### src/rtl/riscv_periph_pkg.sv
// Shared definitions for the data-memory peripheral window.
// Holds register offsets (word index within the 16-byte window), STATUS bit
// positions and the UART transmit state encoding.
package riscv_periph_pkg;

  localparam logic [1:0] OFF_TXDATA = 2'd0;
  localparam logic [1:0] OFF_STATUS = 2'd1;
  localparam logic [1:0] OFF_EXIT   = 2'd2;

  localparam int unsigned ST_FULL     = 0;
  localparam int unsigned ST_EMPTY    = 1;
  localparam int unsigned ST_BUSY     = 2;
  localparam int unsigned ST_OVF      = 3;
  localparam int unsigned ST_EXITP    = 4;
  localparam int unsigned ST_CNT_LSB  = 8;
  localparam int unsigned ST_CNT_W    = 8;

  typedef enum logic [1:0] {
    TX_IDLE  = 2'd0,
    TX_START = 2'd1,
    TX_DATA  = 2'd2,
    TX_STOP  = 2'd3
  } tx_state_e;

endpackage

### src/rtl/sync_fifo.sv
// Synchronous FIFO with first-word-fall-through read data.
// Ports: i_push/i_wdata write side, i_pop/o_rdata_c read side,
//        o_full_c/o_empty_c flags (decoded from count), o_count occupancy.
// A push while full or a pop while empty is ignored; push and pop together
// both take effect and leave the count unchanged.
module sync_fifo #(
  parameter int unsigned WIDTH = 8,
  parameter int unsigned DEPTH = 16
) (
  input  logic                     clk,
  input  logic                     resetb,
  input  logic                     i_push,
  input  logic [WIDTH-1:0]         i_wdata,
  input  logic                     i_pop,
  output logic [WIDTH-1:0]         o_rdata_c,
  output logic                     o_full_c,
  output logic                     o_empty_c,
  output logic [$clog2(DEPTH):0]   o_count
);

  localparam int unsigned AW = $clog2(DEPTH);
  localparam int unsigned CW = AW + 1;

  logic [WIDTH-1:0] r_mem [DEPTH];
  logic [AW-1:0]    r_wptr;
  logic [AW-1:0]    r_rptr;
  logic [CW-1:0]    r_count;
  logic             w_do_push;
  logic             w_do_pop;

  assign o_full_c  = (r_count == CW'(DEPTH));
  assign o_empty_c = (r_count == '0);
  assign o_count   = r_count;
  assign o_rdata_c = r_mem[r_rptr];
  assign w_do_push = i_push & ~o_full_c;
  assign w_do_pop  = i_pop & ~o_empty_c;

  // Storage array, no reset needed.
  always_ff @(posedge clk) begin
    if (w_do_push) r_mem[r_wptr] <= i_wdata;
  end

  // Pointers wrap naturally at the power-of-two depth.
  always_ff @(posedge clk or negedge resetb) begin
    if (!resetb) begin
      r_wptr  <= '0;
      r_rptr  <= '0;
      r_count <= '0;
    end else begin
      if (w_do_push) r_wptr <= r_wptr + AW'(1);
      if (w_do_pop)  r_rptr <= r_rptr + AW'(1);
      if (w_do_push && !w_do_pop)      r_count <= r_count + CW'(1);
      else if (w_do_pop && !w_do_push) r_count <= r_count - CW'(1);
    end
  end

endmodule

### src/rtl/dmem_console_tx.sv
// Console/exit responder in a 16-byte window of the data-memory port.
// Ports: dmem_w* store request, dmem_r* load request with registered
//        dmem_rdata (1-cycle latency), uart_tx 8N1 serial output,
//        exit_valid/exit_code program-exit indication (sticky until reset).
// Stored bytes queue in tx_fifo and are serialized LSB first; exit_valid
// waits until every queued character has left the wire.
module dmem_console_tx
  import riscv_periph_pkg::*;
#(
  parameter logic [31:0] BASE_ADDR  = 32'h8000_0000,
  parameter int unsigned CLK_DIV    = 16,
  parameter int unsigned FIFO_DEPTH = 16
) (
  input  logic        clk,
  input  logic        resetb,
  input  logic        dmem_wready,
  input  logic [31:0] dmem_waddr,
  input  logic [31:0] dmem_wdata,
  input  logic [3:0]  dmem_wstrb,
  input  logic        dmem_rready,
  input  logic [31:0] dmem_raddr,
  output logic [31:0] dmem_rdata,
  output logic        uart_tx,
  output logic        exit_valid,
  output logic [31:0] exit_code
);

  localparam int unsigned CW  = $clog2(CLK_DIV);
  localparam int unsigned FCW = $clog2(FIFO_DEPTH) + 1;

  logic            w_whit, w_rhit;
  logic [1:0]      w_woff, w_roff;
  logic            w_push, w_pop;
  logic [7:0]      w_fifo_rdata;
  logic            w_full, w_empty;
  logic [FCW-1:0]  w_count;
  logic [31:0]     w_status;
  logic            w_unused_ok;

  logic            r_ovf, r_exit_pending, r_exit_valid;
  logic [31:0]     r_exit_code, r_rdata;

  tx_state_e       r_state, w_state_nxt;
  logic [7:0]      r_shift, w_shift_nxt;
  logic [CW-1:0]   r_bitcnt, w_bitcnt_nxt;
  logic [2:0]      r_bitidx, w_bitidx_nxt;
  logic            r_tx, w_tx_nxt;

  // Window decode; the low two address bits do not select anything.
  assign w_whit      = dmem_wready && (dmem_waddr[31:4] == BASE_ADDR[31:4]);
  assign w_rhit      = dmem_rready && (dmem_raddr[31:4] == BASE_ADDR[31:4]);
  assign w_woff      = dmem_waddr[3:2];
  assign w_roff      = dmem_raddr[3:2];
  assign w_push      = w_whit && (w_woff == OFF_TXDATA) && dmem_wstrb[0];
  assign w_unused_ok = ^{dmem_waddr[1:0], dmem_raddr[1:0]};

  sync_fifo #(.WIDTH(8), .DEPTH(FIFO_DEPTH)) tx_fifo (
    .clk       (clk),
    .resetb    (resetb),
    .i_push    (w_push),
    .i_wdata   (dmem_wdata[7:0]),
    .i_pop     (w_pop),
    .o_rdata_c (w_fifo_rdata),
    .o_full_c  (w_full),
    .o_empty_c (w_empty),
    .o_count   (w_count)
  );

  // STATUS word built from current (pre-write) state.
  always_comb begin
    w_status                                = '0;
    w_status[ST_FULL]                       = w_full;
    w_status[ST_EMPTY]                      = w_empty;
    w_status[ST_BUSY]                       = (r_state != TX_IDLE);
    w_status[ST_OVF]                        = r_ovf;
    w_status[ST_EXITP]                      = r_exit_pending;
    w_status[ST_CNT_LSB +: ST_CNT_W]        = ST_CNT_W'(w_count);
  end

  // Control registers and registered load data.
  always_ff @(posedge clk or negedge resetb) begin
    if (!resetb) begin
      r_ovf          <= 1'b0;
      r_exit_pending <= 1'b0;
      r_exit_valid   <= 1'b0;
      r_exit_code    <= '0;
      r_rdata        <= '0;
    end else begin
      if (w_push && w_full) r_ovf <= 1'b1;
      else if (w_whit && (w_woff == OFF_STATUS) && dmem_wdata[ST_OVF]) r_ovf <= 1'b0;
      if (w_whit && (w_woff == OFF_EXIT) && !r_exit_pending && (dmem_wstrb != 4'b0)) begin
        r_exit_code    <= dmem_wdata;
        r_exit_pending <= 1'b1;
      end
      if (r_exit_pending && w_empty && (r_state == TX_IDLE)) r_exit_valid <= 1'b1;
      if (dmem_rready) r_rdata <= (w_rhit && (w_roff == OFF_STATUS)) ? w_status : '0;
    end
  end

  // TX FSM state register.
  always_ff @(posedge clk or negedge resetb) begin
    if (!resetb) begin
      r_state  <= TX_IDLE;
      r_shift  <= '0;
      r_bitcnt <= '0;
      r_bitidx <= '0;
      r_tx     <= 1'b1;
    end else begin
      r_state  <= w_state_nxt;
      r_shift  <= w_shift_nxt;
      r_bitcnt <= w_bitcnt_nxt;
      r_bitidx <= w_bitidx_nxt;
      r_tx     <= w_tx_nxt;
    end
  end

  // TX FSM next state; w_tx_nxt is the line level for the next cycle.
  always_comb begin
    w_state_nxt  = r_state;
    w_shift_nxt  = r_shift;
    w_bitcnt_nxt = r_bitcnt;
    w_bitidx_nxt = r_bitidx;
    w_tx_nxt     = r_tx;
    w_pop        = 1'b0;
    unique case (r_state)
      TX_IDLE: begin
        w_tx_nxt = 1'b1;
        if (!w_empty) begin
          w_pop        = 1'b1;
          w_shift_nxt  = w_fifo_rdata;
          w_bitcnt_nxt = CW'(CLK_DIV - 1);
          w_tx_nxt     = 1'b0;
          w_state_nxt  = TX_START;
        end
      end
      TX_START: begin
        if (r_bitcnt == '0) begin
          w_bitcnt_nxt = CW'(CLK_DIV - 1);
          w_bitidx_nxt = 3'd0;
          w_tx_nxt     = r_shift[0];
          w_shift_nxt  = {1'b0, r_shift[7:1]};
          w_state_nxt  = TX_DATA;
        end else begin
          w_bitcnt_nxt = r_bitcnt - CW'(1);
        end
      end
      TX_DATA: begin
        if (r_bitcnt == '0) begin
          w_bitcnt_nxt = CW'(CLK_DIV - 1);
          if (r_bitidx == 3'd7) begin
            w_tx_nxt    = 1'b1;
            w_state_nxt = TX_STOP;
          end else begin
            w_bitidx_nxt = r_bitidx + 3'd1;
            w_tx_nxt     = r_shift[0];
            w_shift_nxt  = {1'b0, r_shift[7:1]};
          end
        end else begin
          w_bitcnt_nxt = r_bitcnt - CW'(1);
        end
      end
      TX_STOP: begin
        if (r_bitcnt == '0) begin
          w_tx_nxt    = 1'b1;
          w_state_nxt = TX_IDLE;
        end else begin
          w_bitcnt_nxt = r_bitcnt - CW'(1);
        end
      end
      default: w_state_nxt = TX_IDLE;
    endcase
  end

  assign dmem_rdata = r_rdata;
  assign uart_tx    = r_tx;
  assign exit_valid = r_exit_valid;
  assign exit_code  = r_exit_code;

endmodule
### config.mk
export PLATFORM = sky130hd
export DESIGN_NAME = dmem_console_tx
export DESIGN_NICKNAME = d
export VERILOG_FILES = /design/src/rtl/riscv_periph_pkg.sv /design/src/rtl/sync_fifo.sv /design/src/rtl/dmem_console_tx.sv
export SDC_FILE = /design/constraint.sdc
export NUM_CORES = 1
export LEC_CHECK = 0
export CORE_MARGIN = 10
export CORE_UTILIZATION = 30
export CTS_CLUSTER_DIAMETER = 150
export DETAILED_ROUTE_END_ITERATION = 6
export HOLD_SLACK_MARGIN = 0.1
export SLEW_MARGIN = 20
export SYNTH_ARGS = -nofsm -noshare
export SYNTH_HDL_FRONTEND = slang
export SYNTH_SLANG_ARGS = --single-unit
export TNS_END_PERCENT = 100
### constraint.sdc
create_clock -name clk -period 4.6 [get_ports clk]
set_input_delay 0.92 -clock clk [delete_from_list [all_inputs] [get_ports clk]]
set_output_delay 0.92 -clock clk [all_outputs]
set_load 0.1 [all_outputs]
==> summary.md <==
| Metric | Value |
|---|---|
| Status | completed |
| Storage element area | 5750 µm² |
| Final number of hold-violating endpoints | 0 |
| Area of the multi-input gates | 2790 µm² |
| Worst IR Drop VDD | 0.000264 V |
| DR iter-0 viols | 314 |
| Crit path max fanout | 4 |
| Total track usage | 10.6% |
| Detailed-route via count | 5036 |
| Vias in the first global route | 5412 |
| Async set-reset flop share out of synthesis | 37.3% |
| # H-tree levels | 1 |
| Worst-Margin Slew | 1.03 ns |
| Skew-Pair Late Insertion Delay | 0.50 ns |
| DP HPWL | 14000 µm |
| # port buffers | 143 |
| Clock Path Buffers | 3 |
| Hold Path Class | input port to asynchronous set/reset pin |
| # diodes | 0 |
| Clock Pin Slew Worst Setup and Hold Paths | 0.06 ns |
| Wire per inst | 18.2 µm |
| Placed Instances | 1060 |
| Resize count post-CTS | 0 |
| WP data required | 4.99 ns |
| Initial antenna violation count | 0 |
| DRT Pass-1 Iters | 4 |
| Number of synthesis warnings | 0 |
| Largest net degree at the start of global routing | 77 |
| Layout Skew | 0.00700 ns |
| Post-CTS setup buffers | 0 |
| Setup TNS | 0 ns |
| Num CTS Buffers | 22 |
| Synthesized area per cell | 16.4 µm² |
| Max_cap viols | 0 |
| Post-Layout Cell Count | 1100 |
| Register area share after synthesis | 65.6% |
| PwrDens | 351 nW/µm² |
| Die W | 191 µm |
| FF+latch count, synth | 204 |
| CTS tree | done |
| Routed Antenna Nets | 0 |
| Detailed Route WL | 20000 µm |
| First-pass GRT wire length | 30700 µm |
| Post-DR vias/cell | 4.58 |
| Core footprint | 28800 µm² |
| Crit path arrival time | 3.90 ns |
| Synthesis-to-finish area growth | 30.1% |
| Net count, final | 821 |
| Critical path startpoint category | input port |
| Final setup fails | 0 |
| Number of synthesized flops with an enable pin | 128 |
| Root Buffer | clkbuf_16 |
| Row count | 62 |
| RD Place Congestion | 0.744 |
| Max-slew violations | 0 |
| Die area | 36400 µm² |
| Total design power | 0.00401 W |
| Fill cell total of the finished layout | 2647 |
| Clock Sinks | 204 |
| Crit Path Category | input port to flop |
| Die height | 191 µm |
| Netlist Area Pre-Place | 8760 µm² |
| Num ports | 170 |
| Cell count after synthesis | 535 |
| Leak pwr | 4.19 nW |
| Remaining DRCs | 0 |
| RSZ-0062 raised after global routing | no |
| Final min period | 3.51 ns |
| Initial Util | 30.4% |
| Headroom to the max-slew limit | 31.1% |
| Gr ovfl total | 0 |
| Final critical-path share of the clock period | 76.4% |
| Setup crit end kind | flop |
| Hold-fix buffers at CTS | 0 |
| Maximum clock rate | 285 MHz |
| WHS | 0.431 ns |
| Yosys cell types | 56 |
| Synth Flop Type | edfxtp_1 |
| Layout cell share with drive strength beyond 1 | 20.0% |
==> metal layers <==
metal  global-route usage (%)  wire, µm  vias to the layer above
met5                        0         0                        -
met4                     3.03       327                        0
met3                     2.30      1120                       26
met2                     18.4     10300                      124
met1                     12.9      8250                     2529
li1                         -         -                     2357
==> through the flow <==
stage               area (µm²)  worst slack (ns)  util [%]
floorplan                 8840              1.17         -
global placement         10600             0.567      36.9
detailed placement       10600             0.542      36.9
CTS                      11400              1.07      39.6
global route             11400             0.782      39.6
finish                   11400              1.09      39.6
==> where the power goes <==
part | total, W | internal [W] | switching (W)
logic | 0.000207 | 0.0000783 | 0.000129
registers | 0.00195 | 0.00195 | 0.00000000000903
clock network | 0.00185 | 0.00112 | 0.000726
==> logic make-up after synthesis <==
kind of cell / after synthesis / share of synthesized area, %
buffers and inverters: 52 / 3.50
other: 1 / 0.0428
XOR/XNOR: 11 / 1.10
AO/OA/AOI/OAI: 82 / 6.23
adder cells (fa/ha/maj): 17 / 2.51
AND/OR/NAND/NOR: 100 / 6.82
flip-flops: 204 / 65.6
multiplexers: 68 / 14.2
==> flip-flops by register name, indices dropped and copies added (netlist names), 4 cells and up <==
| signal | flops |
|---|---|
| tx_fifo.o_count | 5 |
| dmem_rdata | 10 |
| r_shift | 8 |
| tx_fifo.r_rptr | 4 |
| r_bitcnt | 4 |
| tx_fifo.r_mem | 128 |
| exit_code | 32 |
| tx_fifo.r_wptr | 4 |
==> cells in the mapped netlist (2+ instances only) <==
cell	instances	area, µm²
nand2_1	11	41.3
a21o_1	3	22.5
nor4b_2	2	30.0
a21oi_1	32	160
nand4_2	2	25.0
a22oi_1	16	120
nand2b_1	4	25.0
buf_6	3	33.8
a32o_1	2	20.0
nor4_2	4	50.1
buf_4	22	165
mux4_2	33	743
xor2_1	3	26.3
nand3_1	3	15.0
nor4_4	2	42.5
mux2_2	6	67.6
nor2b_1	2	12.5
xnor2_1	8	70.1
nor4_1	7	43.8
clkbuf_1	9	33.8
nand4_1	3	18.8
mux2_4	29	435
nor3b_1	2	15.0
buf_2	5	25.0
nand3b_1	3	22.5
ha_1	16	200
nor3_1	9	45.0
inv_1	11	41.3
nor2_1	37	139
o21ai_0	9	45.0
o22a_1	4	35.0
dfrtp_1	75	1880
a22o_1	8	70.1
edfxtp_1	128	3840
==> layout by cell type, fill, tap and decap left out, drive strengths merged, types with 16 or more instances in the layout <==
cell	netlist	final
ha	16	16
mux4	33	33
mux2	35	35
dfrtp	75	75
buf	31	18
clkdlybuf4s50	0	142
edfxtp	128	128
a21oi	32	32
nor2	37	37
a22oi	16	16
clkbuf	9	26
conb	1	22
==> path summary, 6_finish.rpt <==
path	cells past startpoint	slack, ns	endpoint	start
worst max-delay path	13	1.09	tx_fifo.o_count[4]	dmem_waddr[16]
worst min-delay path	1	0.43	exit_code[25]	resetb
worst max register to register	11	1.37	tx_fifo.o_count[4]	tx_fifo.o_count[0]
worst min register to register	1	0.46	exit_valid	exit_valid
max in group asynchronous	1	3.64	tx_fifo.r_rptr[0]	resetb
min in group clk	1	0.46	exit_valid	exit_valid
==> worst max-delay path: stages <==
cell             delay, ns
clkdlybuf4s50_1       0.41
nor4_2                0.32
nand4_2               0.25
nor4_2                0.29
and2b_1               0.24
ha_1                  0.21
inv_1                 0.11
fa_1                  0.48
a21o_1                0.18
a21oi_1               0.17
xnor2_1               0.14
nor2_1                0.07
xnor2_1               0.12
==> layout make-up <==
type                    instances  area share [%]
clock buffers                  26            5.32
clock inverters                14            1.48
inverters                      12           0.395
multi-input cells             300            24.5
flip-flops and latches        204            50.4
well taps                     384            4.21
repair buffers                160            13.7
(Power assumes the default switching activity.)
